File: config.mk
export PLATFORM = sky130hd
export DESIGN_NAME = pulse_window_ctrl
export DESIGN_NICKNAME = d
export VERILOG_FILES = /design/src/rtl/pulse_window_ctrl_pkg.sv /design/src/rtl/pulse_window_ctrl_refractory_gate.sv /design/src/rtl/pulse_window_ctrl.sv
export SDC_FILE = /design/constraint.sdc
export NUM_CORES = 1
export LEC_CHECK = 0
export CORE_MARGIN = 8
export CORE_UTILIZATION = 60
export DETAILED_ROUTE_END_ITERATION = 10
export PLACE_DENSITY = 0.79
export SYNTH_ARGS = -nofsm -noshare
export SYNTH_HDL_FRONTEND = slang
export SYNTH_SLANG_ARGS = --single-unit
export TNS_END_PERCENT = 50
File: constraint.sdc
create_clock -name clk -period 3.4 [get_ports clk]
set_input_delay 0.85 -clock clk [delete_from_list [all_inputs] [get_ports clk]]
set_output_delay 0.85 -clock clk [all_outputs]
set_load 0.05 [all_outputs]
File: src/rtl/pulse_window_ctrl_pkg.sv
// Shared types and defaults for the pulse-monitor measurement sequencer.
package pulse_pkg;

  // Sequencer states; the encoding is visible on the debug/LED port.
  typedef enum logic [1:0] {
    IDLE = 2'd0,
    FILL = 2'd1,
    RUN  = 2'd2,
    LOST = 2'd3
  } state_t;

  localparam int unsigned CLK_HZ             = 32'd100_000_000;
  localparam int unsigned WIN_CYCLES_DEF     = 32'd500_000_000;
  localparam int unsigned REFRACT_CYCLES_DEF = 32'd20_000_000;

  // Bits needed to hold 0..n-1, never less than one bit.
  function automatic int unsigned cnt_width(input int unsigned n);
    return (n > 32'd1) ? int'($clog2(n)) : 32'd1;
  endfunction

endpackage

File: src/rtl/pulse_window_ctrl_refractory_gate.sv
// Beat qualifier: refractory lockout after each accepted beat, and deferral of
// a beat that coincides with a window end into the following window.
module refractory_gate
  import pulse_pkg::*;
#(
  parameter int unsigned REFRACT_CYCLES = REFRACT_CYCLES_DEF
) (
  input  logic clk,
  input  logic rst,
  input  logic active,
  input  logic pulse_go,
  input  logic win_end,
  output logic pulse_ok
);

  localparam int unsigned    LW        = cnt_width(REFRACT_CYCLES);
  localparam logic [LW-1:0]  LOCK_LOAD = LW'(REFRACT_CYCLES - 32'd1);
  localparam logic [LW-1:0]  LOCK_ZERO = {LW{1'b0}};

  logic [LW-1:0] lock_q;
  logic [LW-1:0] lock_d;
  logic          pend_q;
  logic          pend_d;
  logic          accept_s;

  // Accept a beat, reload/decrement the lockout, and defer coincident beats.
  always_comb begin
    accept_s = active & pulse_go & (lock_q == LOCK_ZERO);
    if (accept_s) begin
      lock_d = LOCK_LOAD;
    end else if (lock_q != LOCK_ZERO) begin
      lock_d = lock_q - LW'(1);
    end else begin
      lock_d = lock_q;
    end
    pend_d   = accept_s & win_end;
    pulse_ok = active & ((accept_s & ~win_end) | pend_q);
  end

  // Lockout counter and pending-beat latch.
  always_ff @(posedge clk) begin
    if (!rst) begin
      lock_q <= LOCK_ZERO;
      pend_q <= 1'b0;
    end else begin
      lock_q <= lock_d;
      pend_q <= pend_d;
    end
  end

endmodule

File: src/rtl/pulse_window_ctrl.sv
// Measurement sequencer: counting-window timebase, history fill tracking,
// BPM validity and loss-of-signal detection around a refractory beat gate.
module pulse_window_ctrl
  import pulse_pkg::*;
#(
  parameter int unsigned WIN_CYCLES     = WIN_CYCLES_DEF,
  parameter int unsigned REFRACT_CYCLES = REFRACT_CYCLES_DEF,
  parameter int unsigned NUM_WIN        = 32'd3,
  parameter int unsigned NOSIG_WINDOWS  = 32'd2
) (
  input  logic       clk,
  input  logic       rst,
  input  logic       enable,
  input  logic       pulse_go,
  output logic       pulse_ok,
  output logic       win_end,
  output logic       hist_clr,
  output logic [1:0] fill_cnt,
  output logic       bpm_valid,
  output logic       no_signal,
  output logic [1:0] state
);

  localparam int unsigned   CW        = cnt_width(WIN_CYCLES);
  localparam int unsigned   ZW        = cnt_width(NOSIG_WINDOWS);
  localparam logic [CW-1:0] WIN_LAST  = CW'(WIN_CYCLES - 32'd1);
  localparam logic [CW-1:0] CNT_ZERO  = {CW{1'b0}};
  localparam logic [ZW-1:0] ZERO_LAST = ZW'(NOSIG_WINDOWS - 32'd1);
  localparam logic [ZW-1:0] ZERO_NONE = {ZW{1'b0}};
  localparam logic [1:0]    FILL_FULL = 2'(NUM_WIN);
  localparam logic [1:0]    FILL_LAST = 2'(NUM_WIN - 32'd1);

  state_t        state_q, state_d;
  logic [CW-1:0] cnt_q, cnt_d;
  logic [1:0]    fill_q, fill_d;
  logic          bpm_q, bpm_d;
  logic          nosig_q, nosig_d;
  logic [ZW-1:0] zero_q, zero_d;
  logic          seen_q, seen_d;

  logic          active_s;
  logic          win_end_s;
  logic          lost_now_s;
  logic          hist_clr_s;
  logic          pulse_ok_s;
  logic [CW-1:0] cnt_next_s;

  refractory_gate #(
    .REFRACT_CYCLES(REFRACT_CYCLES)
  ) u_gate (
    .clk     (clk),
    .rst     (rst),
    .active  (active_s),
    .pulse_go(pulse_go),
    .win_end (win_end_s),
    .pulse_ok(pulse_ok_s)
  );

  // Window-end detection; suppressed in LOST and on the cycle enable drops.
  always_comb begin
    active_s   = enable & (state_q != IDLE);
    win_end_s  = enable & ((state_q == FILL) | (state_q == RUN)) & (cnt_q == WIN_LAST);
    lost_now_s = win_end_s & ~seen_q & (zero_q == ZERO_LAST);
    cnt_next_s = (cnt_q == WIN_LAST) ? CNT_ZERO : (cnt_q + CW'(1));
  end

  // Next-state logic for the FSM, timebase, fill, beat and zero-window tracking.
  always_comb begin
    state_d    = state_q;
    cnt_d      = cnt_q;
    fill_d     = fill_q;
    bpm_d      = bpm_q;
    nosig_d    = nosig_q;
    zero_d     = zero_q;
    seen_d     = seen_q;
    hist_clr_s = 1'b0;
    if (!enable) begin
      state_d = IDLE;
      cnt_d   = CNT_ZERO;
      fill_d  = 2'd0;
      bpm_d   = 1'b0;
      nosig_d = 1'b0;
      zero_d  = ZERO_NONE;
      seen_d  = 1'b0;
    end else begin
      case (state_q)
        IDLE: begin
          hist_clr_s = 1'b1;
          state_d    = FILL;
          cnt_d      = CNT_ZERO;
          fill_d     = 2'd0;
          bpm_d      = 1'b0;
          nosig_d    = 1'b0;
          zero_d     = ZERO_NONE;
          seen_d     = 1'b0;
        end
        FILL, RUN: begin
          cnt_d = cnt_next_s;
          if (win_end_s) begin
            seen_d = 1'b0;
            if (lost_now_s) begin
              // Second consecutive empty window: history is meaningless now.
              state_d    = LOST;
              fill_d     = 2'd0;
              bpm_d      = 1'b0;
              nosig_d    = 1'b1;
              zero_d     = ZERO_NONE;
              hist_clr_s = 1'b1;
            end else begin
              zero_d = seen_q ? ZERO_NONE : (zero_q + ZW'(1));
              if ((state_q == FILL) && (fill_q != FILL_FULL)) begin
                fill_d = fill_q + 2'd1;
                if (fill_q == FILL_LAST) begin
                  state_d = RUN;
                  bpm_d   = 1'b1;
                end else begin
                  state_d = FILL;
                end
              end else begin
                fill_d = fill_q;
              end
            end
          end else if (pulse_ok_s) begin
            seen_d = 1'b1;
          end else begin
            seen_d = seen_q;
          end
        end
        LOST: begin
          if (pulse_ok_s) begin
            // Recovery beat restarts the window and counts toward it.
            state_d = FILL;
            cnt_d   = CNT_ZERO;
            nosig_d = 1'b0;
            zero_d  = ZERO_NONE;
            seen_d  = 1'b1;
          end else begin
            cnt_d = cnt_next_s;
          end
        end
        default: begin
          state_d = IDLE;
          cnt_d   = CNT_ZERO;
        end
      endcase
    end
  end

  // Sequencer state registers with synchronous active-low reset.
  always_ff @(posedge clk) begin
    if (!rst) begin
      state_q <= IDLE;
      cnt_q   <= CNT_ZERO;
      fill_q  <= 2'd0;
      bpm_q   <= 1'b0;
      nosig_q <= 1'b0;
      zero_q  <= ZERO_NONE;
      seen_q  <= 1'b0;
    end else begin
      state_q <= state_d;
      cnt_q   <= cnt_d;
      fill_q  <= fill_d;
      bpm_q   <= bpm_d;
      nosig_q <= nosig_d;
      zero_q  <= zero_d;
      seen_q  <= seen_d;
    end
  end

  // Output drive.
  always_comb begin
    pulse_ok  = pulse_ok_s;
    win_end   = win_end_s;
    hist_clr  = hist_clr_s;
    fill_cnt  = fill_q;
    bpm_valid = bpm_q;
    no_signal = nosig_q;
    state     = state_q;
  end

endmodule

==> impl_metrics.yaml <==
timing:
  fmax_mhz: 307.2
  finalWorstSetupSlack_ns: 0.1450
  slew_headroom_pct: 45.43
  tns_ns: 0
  setup_viol: 0
  fin_crit_sh_pct: 95.74
  fin_crit_ns: 3.255
  final_max_slew_viol_count: 0
  fin_skew_ns: 0.007637
  tightest_slew_ns: 0.8111
  hold_slack_ns: 0.4610
  rsz0062_at_grt: "false"
  hold_viol: 0
drt:
  ant_nets: 0
  via_per_inst: 6.332
  wire_per_inst_um: 16.75
  drc: 0
  dr_total_vias: 3033
  finalWirelength_mm: 8.025
  drt_first_pass_iters: 5
  drt_first_iter_violations: 320
global_routing:
  grt_pass1_wl_mm: 13.42
  antenna_found_initial: 0
  grt-ovfl-total: 0
  grt_max_degree: 30
  grt_pass1_vias: 2889
  track_usage_pct: 21.49
logic_synthesis:
  ys_seq_elements: 63
  synth_flop_cell: "dfxtp_1"
  yosys_warnings: 0
  postSynth.asyncResetShare_pct: 0
  syn-num-nets: 392
  synth_area_um2: 3234
  ys_types: 52
  synthCells: 379
  post_synth.cell_area_avg_um2: 8.534
  synth_edf_count: 0
  seq_area_frac_synth_pct: 38.99
cells_and_area:
  finalNetCount: 417
  fillers: 433
  mostFrequentLayoutCells: "63 x dfxtp_1, 48 x nor2_1, 26 x xor2_1"
  diodes: 0
  syn_to_final_growth_pct: 15.59
  fin_util_pct: 72.28
  final_common_cell: "dfxtp_1"
  fin_cells: 479
  drive_gt1_share_pct: 10.51
  final_area_um2: 3739
job:
  maxCapViolations: 0
floorplan:
  die_w_um: 89.42
  placementRows: 26
  coreArea_um2: 5172
  die_area_um2: 7996
  die_height_um: 89.42
  initial_core_util_pct: 62.53
  ioPinCount: 13
power_and_ir_drop:
  powerDensity_nw_per_um2: 793.5
  ir_drop_mv: 0.4178
  power_mw: 2.966
  p_leak_nw: 1.389
worst_hold_path:
  hp-start: "cnt_q[0]"
  holdPathStages: 1
  holdCritPathClass: "flop to flop"
clock_network:
  htreeDepth: 3
  cts-hold-fix-buffers: 0
  post-cts-setup-buffer-count: 0
  cts_tree: "yes"
  numCtsBuffers: 9
  clkSinkCount: 63
  clkLatencyLatePin_ns: 0.34
  cts_root_buf: "clkbuf_8"
  clk_pin_slew_ns: 0.06
  cts_max_path_buffers: 2
  post_cts_resize_count: 0
critical_path:
  max_stage_delay_ns: 0.54
  startpoint_type: "primary input"
  crit_chain: "clkdlybuf4s50_1, nand4_1, nor4_2, buf_4, nand2_1, nor2_1, o211a_1, buf_12"
  critical_path_class: "primary input to output pin"
  r2r_cells: 5
  cp_slowest_cell: "clkdlybuf4s50_1"
  startpoint: "enable"
  crit_fanout: 4
  worstPathArrival_ns: 2.41
  cp-end-kind: "output pin"
  cp.required_ns: 2.55
  timing.rr.start: "cnt_q[8]"
place:
  port_buffers: 12
  placed_cells: 463
  dp_hpwl_mm: 5.626
  dp_slack_ns: 0.09325
  dpl_cell_area_um2: 3542
  gp_congestion: 0.9308
status:
  outcome: "finished, final reports clean"
[critical path, delay by kind of cell]
family / cells / cell delay [ns]
buf+inv: 3 / 0.84
simple gates: 4 / 0.50
compound gates: 1 / 0.20
[synthesized netlist by cell type, types with 5 or more instances]
cell type / n / share of area (%)
and3_1: 9 / 1.7
xnor2_1: 6 / 1.6
xor2_1: 26 / 7.0
a311oi_1: 8 / 2.2
nand2_1: 23 / 2.7
o21ai_0: 5 / 0.77
nand4_1: 16 / 3.1
clkbuf_1: 10 / 1.2
nor2_1: 48 / 5.6
nand3_1: 17 / 2.6
a211oi_1: 9 / 2.1
dfxtp_1: 63 / 39
o31ai_1: 7 / 1.6
nor4_1: 10 / 1.9
a21oi_1: 11 / 1.7
nor3_1: 18 / 2.8
or4_1: 11 / 2.6
ha_1: 9 / 3.5
inv_1: 15 / 1.7
[logic make-up (layout without fill, tap and decap cells)]
group / count (synthesis) / in the layout / share of synthesized area (%)
simple gates: 180 / 180 / 30.14
compound gates: 65 / 65 / 14.66
flops: 63 / 63 / 38.99
xor+xnor: 32 / 32 / 8.665
buf+inv: 28 / 58 / 3.443
fa+ha+maj: 9 / 9 / 3.482
mux: 2 / 2 / 0.6190
[cell type report]
class | count | area [µm²] | share of cell area (%)
multi-input combinational | 288 | 1868 | 49.97
sequential | 63 | 1261 | 33.73
clock inverter | 4 | 45.04 | 1.205
timing repair buffer | 27 | 275.3 | 7.363
clock buffer | 12 | 145.1 | 3.882
inverter | 15 | 56.30 | 1.506
tap | 70 | 87.58 | 2.343
[flip-flops by register name, indices dropped and copies added (netlist names)]
register	flops
state	2
cnt_q	29
zero_q	1
u_gate.lock_q	25
u_gate.pend_q	1
bpm_valid	1
no_signal	1
fill_cnt	2
seen_q	1
[routing by layer]
layer	wire length, µm	up-vias	GRT usage, %
met4	166	0	8.761
met2	3764	102	34.41
met5	0	-	0
met3	411	18	5.055
met1	3683	1452	27.01
li1	-	1461	-
[where the power goes]
part | leakage [nW] | switching [mW] | internal [mW]
clock network | 0.100 | 0.282 | 0.355
registers | 0.511 | 0.164 | 0.868
logic | 0.778 | 0.814 | 0.483
[final timing paths]
path / end / slack, ns
hold reg to reg: cnt_q[0] / 0.46
hold / removal: cnt_q[0] / 0.46
setup / recovery: hist_clr / 0.14
setup reg to reg: state[1] / 0.58
(Power assumes the default switching activity.)
